**config.mk**
```make
export PLATFORM = sky130hd
export DESIGN_NAME = modn_ones_tracker_flat
export DESIGN_NICKNAME = d
export VERILOG_FILES = /design/src/rtl/modn_ones_tracker_if.sv /design/src/rtl/modn_ones_tracker.sv /design/src/flat_wrapper.sv
export SDC_FILE = /design/constraint.sdc
export NUM_CORES = 1
export LEC_CHECK = 0
export BUFFER_PORTS_ARGS = -buffer_cell sky130_fd_sc_hd__buf_2
export CAP_MARGIN = 10
export CORE_UTILIZATION = 43
export CTS_CLUSTER_SIZE = 12
export DETAILED_ROUTE_END_ITERATION = 6
export PLACE_DENSITY = 0.73
export SLEW_MARGIN = 5
export SYNTH_ARGS = -nofsm -noshare
export SYNTH_HDL_FRONTEND = slang
export SYNTH_SLANG_ARGS = --single-unit
export TNS_END_PERCENT = 100
```
**constraint.sdc**
```tcl
create_clock -name clk -period 1.55 [get_ports clk]
set_clock_uncertainty 0.1 [all_clocks]
set_input_delay 0.31 -clock clk [delete_from_list [all_inputs] [get_ports clk]]
set_output_delay 0.31 -clock clk [all_outputs]
set_load 0.02 [all_outputs]
```
**src/rtl/modn_ones_tracker_if.sv**
```systemverilog
// modn_ones_tracker_if: beat stream and result handshake for modn_ones_tracker.
// Optional MODN_ONES_CHECK_EN adds the exp_res/mismatch pair.
interface modn_ones_tracker_if #(parameter int WIDTH = 8, parameter int MOD = 2, parameter int BEATS_W = 8);
  localparam int RES_W = $clog2(MOD);
  logic in_valid, in_ready, in_last, res_valid, res_ready, even;
  logic [WIDTH-1:0] in_data;
  logic [RES_W-1:0] res;
  logic [BEATS_W-1:0] frame_beats;
`ifdef MODN_ONES_CHECK_EN
  logic [RES_W-1:0] exp_res;
  logic mismatch;
`endif
  modport master (
    output in_valid, in_data, in_last, res_ready,
`ifdef MODN_ONES_CHECK_EN
    output exp_res, input mismatch,
`endif
    input in_ready, res_valid, res, even, frame_beats
  );
  modport slave (
    input in_valid, in_data, in_last, res_ready,
`ifdef MODN_ONES_CHECK_EN
    input exp_res, output mismatch,
`endif
    output in_ready, res_valid, res, even, frame_beats
  );
endinterface

```
**src/rtl/modn_ones_tracker.sv**
```systemverilog
// modn_ones_tracker: per-frame ones count modulo MOD with valid/ready result.
// Optional MODN_ONES_CHECK_EN compares the residue against exp_res sampled on the last beat.
module modn_ones_tracker #(
  parameter int WIDTH   = 8,
  parameter int MOD     = 2,
  parameter int BEATS_W = 8
) (
  input logic clk,
  input logic rst_n,
  input logic clear,
  modn_ones_tracker_if.slave bus
);
  localparam int RES_W = $clog2(MOD);
  localparam int POP_W = $clog2(WIDTH + 1);
  localparam int SUM_W = RES_W + POP_W;
  typedef enum logic [1:0] {IDLE, ACCUM, DONE} state_t;
  state_t r_state;
  logic [RES_W-1:0] r_res;
  logic [BEATS_W-1:0] r_beats;
  logic r_in_ready, r_res_valid;
  logic [POP_W-1:0] w_pop;
  logic [SUM_W-1:0] w_sum;
  logic [RES_W-1:0] w_res_nxt;
  logic [BEATS_W-1:0] w_beats_nxt;
  logic w_accept;
  always_comb begin
    w_pop = '0;
    for (int i = 0; i < WIDTH; i++) w_pop = w_pop + POP_W'(bus.in_data[i]);
  end
  assign w_accept = bus.in_valid & r_in_ready;
  // The first beat of a frame starts from zero regardless of the held residue
  assign w_sum = ((r_state == ACCUM) ? SUM_W'(r_res) : SUM_W'(0)) + SUM_W'(w_pop);
  assign w_res_nxt = RES_W'(w_sum % SUM_W'(MOD));
  assign w_beats_nxt = (r_state == IDLE) ? BEATS_W'(1) : (&r_beats ? r_beats : r_beats + BEATS_W'(1));
  assign bus.in_ready = r_in_ready;
  assign bus.res_valid = r_res_valid;
  assign bus.res = r_res;
  assign bus.even = (r_res == '0);
  assign bus.frame_beats = r_beats;
`ifdef MODN_ONES_CHECK_EN
  logic r_mismatch;
  assign bus.mismatch = r_mismatch;
`endif
  always_ff @(posedge clk or negedge rst_n) begin
    if (!rst_n) begin
      r_state <= IDLE;
      r_res <= '0;
      r_beats <= '0;
      r_in_ready <= 1'b1;
      r_res_valid <= 1'b0;
`ifdef MODN_ONES_CHECK_EN
      r_mismatch <= 1'b0;
`endif
    end else if (clear || (r_state == DONE && bus.res_ready)) begin
      r_state <= IDLE;
      r_res <= '0;
      r_beats <= '0;
      r_in_ready <= 1'b1;
      r_res_valid <= 1'b0;
`ifdef MODN_ONES_CHECK_EN
      r_mismatch <= 1'b0;
`endif
    end else if (w_accept) begin
      r_res <= w_res_nxt;
      r_beats <= w_beats_nxt;
      r_state <= bus.in_last ? DONE : ACCUM;
      r_in_ready <= ~bus.in_last;
      r_res_valid <= bus.in_last;
`ifdef MODN_ONES_CHECK_EN
      r_mismatch <= bus.in_last & (w_res_nxt != bus.exp_res);
`endif
    end
  end
endmodule

```
**src/flat_wrapper.sv**
```systemverilog
// flat-port wrapper written by rule: the top's interface ports become plain ports
module modn_ones_tracker_flat 
#(
  parameter int WIDTH   = 8,
  parameter int MOD     = 2,
  parameter int BEATS_W = 8
)
  (clk, rst_n, clear, bus_in_valid, bus_in_data, bus_in_last, bus_res_ready, bus_in_ready, bus_res_valid, bus_res, bus_even, bus_frame_beats);
  modn_ones_tracker_if #(.WIDTH(WIDTH), .MOD(MOD), .BEATS_W(BEATS_W)) bus_i ();
  input logic clk;
  input logic rst_n;
  input logic clear;
  input wire logic [$bits(bus_i.in_valid)-1:0] bus_in_valid;
  input wire logic [$bits(bus_i.in_data)-1:0] bus_in_data;
  input wire logic [$bits(bus_i.in_last)-1:0] bus_in_last;
  input wire logic [$bits(bus_i.res_ready)-1:0] bus_res_ready;
  output wire logic [$bits(bus_i.in_ready)-1:0] bus_in_ready;
  output wire logic [$bits(bus_i.res_valid)-1:0] bus_res_valid;
  output wire logic [$bits(bus_i.res)-1:0] bus_res;
  output wire logic [$bits(bus_i.even)-1:0] bus_even;
  output wire logic [$bits(bus_i.frame_beats)-1:0] bus_frame_beats;
  assign bus_i.in_valid = bus_in_valid;
  assign bus_i.in_data = bus_in_data;
  assign bus_i.in_last = bus_in_last;
  assign bus_i.res_ready = bus_res_ready;
  assign bus_in_ready = bus_i.in_ready;
  assign bus_res_valid = bus_i.res_valid;
  assign bus_res = bus_i.res;
  assign bus_even = bus_i.even;
  assign bus_frame_beats = bus_i.frame_beats;
  modn_ones_tracker #(.WIDTH(WIDTH), .MOD(MOD), .BEATS_W(BEATS_W)) u_core (.clk(clk), .rst_n(rst_n), .clear(clear), .bus(bus_i));
endmodule
```
Yosys cells after proc, flatten, opt, wreduce, memory -nomap -nowiden
Index checks and enable logic that the tools add are counted.
{"block": "totals", "latchBits": 0, "n_memories": 0, "output_inout_bits": 12, "ramBits": 0, "romBits": 0, "ff_bits": 13, "inputBits": 14, "wordCells": 40}
{"block": "classes", "n_div": 0, "reduce_logical": 6, "n_addsub": 9, "muxes": 14, "multipliers": 0, "n_shift": 0, "n_eq_ne": 3, "magnitude_cmp": 0, "bitwise_logic": 3}
{"operator": "$mux W8", "count": 4}
{"operator": "$add A1 B1 Y1", "count": 8}
{"operator": "$add A8 B1 Y8 const B", "count": 1}
{"operator": "$reduce_and A8 Y1", "count": 1}
{"operator": "$mux W1", "count": 7}
{"operator": "$mux W2", "count": 3}
{"operator": "$ne A3 B2 Y1 const B", "count": 1}
{"operator": "$eq A2 B1 Y1 const B", "count": 1}
{"operator": "$eq A2 B2 Y1 const B", "count": 1}
{"operator": "$logic_not A2 Y1", "count": 1}
{"operator": "$not A1 Y1", "count": 2}
{"operator": "$reduce_and A2 Y1", "count": 1}
{"operator": "$reduce_bool A2 Y1", "count": 1}
{"operator": "$and A1 B1 Y1", "count": 1}
{"operator": "$logic_and A1 B1 Y1", "count": 1}
{"operator": "$logic_or A1 B1 Y1", "count": 1}

Logic depth before layout (Yosys ltp)
{"block": "logic_depth", "depth_word": 10, "depth_mapped": 6, "depth_no_buf": 6}

Least setup slack after synthesis
OpenSTA, ideal clock, no wires.
{"block": "synth_path", "path_type": "register -> register", "start": "register u_core.r_beats[0], in the netlist u_core.bus.frame_beats[0]", "end": "register u_core.r_beats[0], in the netlist u_core.bus.frame_beats[0]", "t_required_ns": 1.326, "slack_ns": -0.294, "path_buffers": 0, "stages_incl_launch_ff": 7, "period_less_slack_ns": 1.844, "setup_time_ns": 0.124, "t_arrival_ns": 1.621, "cell_sequence": "dfrtp_1 ha_1 and3_1 nand3_2 or3_4 a21oi_2 a21oi_1"}
{"block": "synth_via", "elab_chain_len": 5, "elab_cells_between_ends": 8, "cone_classes": "1 x add/sub; 1 x eq/ne; 4 x mux; 2 x reduce/logical"}
{"element": "from (decl)", "line": "modn_ones_tracker.sv:19", "rtl": "logic [BEATS_W-1:0] r_beats;"}
{"element": "from (signal assigned)", "line": "modn_ones_tracker.sv:65", "rtl": "r_beats <= w_beats_nxt;"}
{"element": "$add A8 B1 Y8", "line": "modn_ones_tracker.sv:34", "rtl": "assign w_beats_nxt = (r_state == IDLE) ? BEATS_W'(1) : (&r_beats ? r_beats : r_beats + BEATS_W'(1));"}
{"element": "$mux W8 (2 in a row)", "line": "modn_ones_tracker.sv:34"}
{"element": "$mux W8", "line": "modn_ones_tracker.sv:63", "rtl": "end else if (w_accept) begin"}
{"element": "$mux W8", "line": "modn_ones_tracker.sv:54", "rtl": "end else if (clear || (r_state == DONE && bus.res_ready)) begin"}
Several ways; a longest one is shown, not always the timed one. The select of a mux whose other input is x is not followed.
A chain may end at the register's enable or synchronous reset.

Worst setup path after layout
{"block": "layout_path", "start": "register u_core.r_beats[0], in the netlist u_core.bus.frame_beats[0]", "end": "register u_core.r_beats[4], in the netlist u_core.bus.frame_beats[4]"}
The elaborated chain is that of the path after synthesis.

==> impl_metrics.ini <==
[timing]
tightestPinTransition_ps = 373
max-slew-margin-rel_pct = 75.0
finalHoldViolCount = 0
rsz0062_at_grt = true
slew_violations = 0
whs_ps = 185
setup_tns_ps = -132
finalSetupViolCount = 8
max_freq_mhz = 634
period_share_pct = 102
min_period_ps = 1580
layout_setup_ws_ps = -28.4

[placement]
gp_congestion = 0.850
dp.cells = 135
dp_hpwl_mm = 1.32
io_buffers = 25

[outcome]
outcome = finished, violations left
failed_checks = DRC, setup timing

[drt]
ant_nets = 0
drc = 1
drt-pass1-iter-count = 6
viasPerCell = 5.25
via_count = 740
routedWlPerCell_um = 12.4
drtIter0Drc = 9
totalWireLength_mm = 1.75

[setup_path]
cp_max_fo = 4
endpoint_kind = flop
worstReg2RegStart = u_core.bus.frame_beats[0]
rr_worst_depth = 7
start_kind = flop
arrival_ps = 1690
reg2reg_slack_ps = -30
cp_data_required_time_ps = 1660
critical_path_class = flop to flop
timing.rr.end = u_core.bus.frame_beats[4]

[power]
p_switching_uw = 243
peakVddDrop_v = 0.000609
switching_share_pct = 30.2
p_clk_share_pct = 32.5
power.total_uw = 803
p_leak_nw = 0.524
power_frac_comb_pct = 25.0
seqPwrFrac_pct = 42.4
p_per_area_mw_per_mm2 = 726
p_int_uw = 561

[synthesis]
synth_area_um2 = 752
synth-seq-cells = 12
syn_inst = 82
ys_warn_count = 0
synth.net_count = 97
avgSynthCellArea_um2 = 9.17
synthDistinctLibCells = 32
yosysSeqAreaShare_pct = 40.1

[die]
die_h_um = 43.8
die_area_mm2 = 0.00192
num_io_pins = 26
row_count = 14
die_w_um = 43.8
core_area_mm2 = 0.00158
initial_utilization_pct = 47.7

[cells_and_area]
multi_input_area_um2 = 487
final_cells = 141
syn_to_final_growth_pct = 47.3
final_cell_mix = 25 x buf_2, 12 x buf_4, 8 x nand2_1, 8 x o21ai_1, 8 x dfrtp_1
diodes = 0
regArea_um2 = 305
fin_nets = 141
final_common_cell = buf_2
drive_above_1_share_pct = 49.6
fin_util_pct = 70.2
fill_cells = 120

[grt]
grt_pass1_vias = 687
gr-total-overflow = 0
antenna_found_initial = 0
globalRouteTotalUtil_pct = 20.9
grt_max_degree = 13
grt_pass1_wl_mm = 2.96

[worst_hold_path]
hold_path_startpoint = bus_in_last
hold_end = u_core.r_state[1]
hold_path.class = input pin to flop
hold_depth = 3

[cts]
cts.sinks = 12
cts_tree = built
clock_latency_ps = 280
htreeDepth = 1
cts_max_path_buffers = 2
path_clk_slew_ps = 90
cts_made_buffers = 3
clockRootBuffer = clkbuf_4

[job]
drv_cap = 0
layout make-up:
class                      instances  share of cell area [%]
clock buffer                       4                    3.28
inverter                           3                    1.02
multi-input combinational         66                    44.0
sequential                        12                    27.6
tap                               16                    1.81
timing repair buffer              40                    22.4
power groups by stage:
stage / clock, mW / combinational (mW) / sequential [mW]
3_3_place_gp: 0 / 0.185 / 0.346
6_report: 0.262 / 0.201 / 0.341
4_1_cts: 0.263 / 0.198 / 0.341
3_5_place_dp: 0 / 0.189 / 0.347
5_1_grt: 0.276 / 0.221 / 0.343
2_1_floorplan: 0 / 0.0985 / 0.361
cells in the mapped netlist:
cell type  count  share of area [%]
a21o_1         1                1.0
a21oi_1        3                2.0
a21oi_2        1                1.2
a31o_2         1                1.2
a31oi_1        2                1.7
a32oi_1        1                1.2
and2_1         1               0.83
and3_1         3                2.5
buf_6          1                1.5
dfrtp_1       11                 37
dfstp_2        1                3.5
ha_1           1                1.7
inv_1          2                1.0
inv_2          1               0.50
nand2_1        9                4.5
nand2b_1       4                3.3
nand3_1        1               0.66
nand3_2        1                1.3
nand4_1        1               0.83
nor2_1         7                3.5
nor2_2         1               0.83
nor2b_1        1               0.83
o211a_1        1                1.3
o21ai_0        2                1.3
o21ai_1       10                6.7
o21ai_2        1                1.2
o31ai_1        3                3.0
o32ai_4        1                3.7
o41ai_1        1                1.2
or3_4          1                1.5
xnor2_1        6                7.0
xor2_1         1                1.2
kinds of logic after synthesis:
| kind of cell | Yosys count | share of synthesized area, % |
|---|---|---|
| compound gates | 28 | 26.5 |
| fa+ha+maj | 1 | 1.66 |
| buf+inv | 4 | 2.99 |
| flops | 12 | 40.1 |
| xor+xnor | 7 | 8.15 |
| simple gates | 30 | 20.6 |
worst max path at each step:
stage / slack, ps / end / from
6_report: -30 / u_core.bus.frame_beats[4] / u_core.bus.frame_beats[0]
3_3_place_gp: 10 / u_core.bus.frame_beats[0] / bus_res_ready
5_1_grt: -110 / u_core.bus.frame_beats[4] / u_core.bus.frame_beats[0]
3_5_place_dp: -20 / u_core.bus.frame_beats[0] / bus_res_ready
4_1_cts: -30 / u_core.bus.frame_beats[0] / u_core.bus.frame_beats[0]
2_1_floorplan: -90 / u_core.bus.frame_beats[0] / u_core.bus.frame_beats[0]
sequential cells by signal, summed over array words and instances, names as in the netlist:
signal / flops
u_core.bus.frame_beats: 8
u_core.bus.in_ready: 1
u_core.bus.res: 1
u_core.r_state: 2
through the flow:
| step | setup WS [ps] | cell area [um^2] |
|---|---|---|
| after floorplan | -93.6 | 781 |
| after global placement | 13.0 | 1010 |
| after detailed placement | -25.0 | 1010 |
| after CTS | -30.2 | 1080 |
| after global routing | -113 | 1110 |
| final | -28.4 | 1110 |
worst max-delay path, stage by stage, from the launching register on:
cell and delay (ps):
dfrtp_2 410, ha_4 140, and3_4 200, nand3_4 90, o32ai_4 260, buf_6 180
o21ai_1 60, o21ai_1 80
metal layers:
metal | share of wire [%] | vias up | global-route usage, %
li1 | - | 381 | -
met1 | 46 | 338 | 27.3
met2 | 49 | 17 | 34.3
met3 | 3.2 | 4 | 3.75
met4 | 1.3 | 0 | 7.50
met5 | 0 | - | 0
repair_timing:
action / CTS / global route
resized for setup: 4 / 5
setup buffers: 1 / 0
hold buffers: 1 / 0
endpoints found under the hold margin: 11 / 0
pin swaps: 0 / 1
endpoints found under the setup margin: 7 / 8
Power figures use the tool's default switching activity.
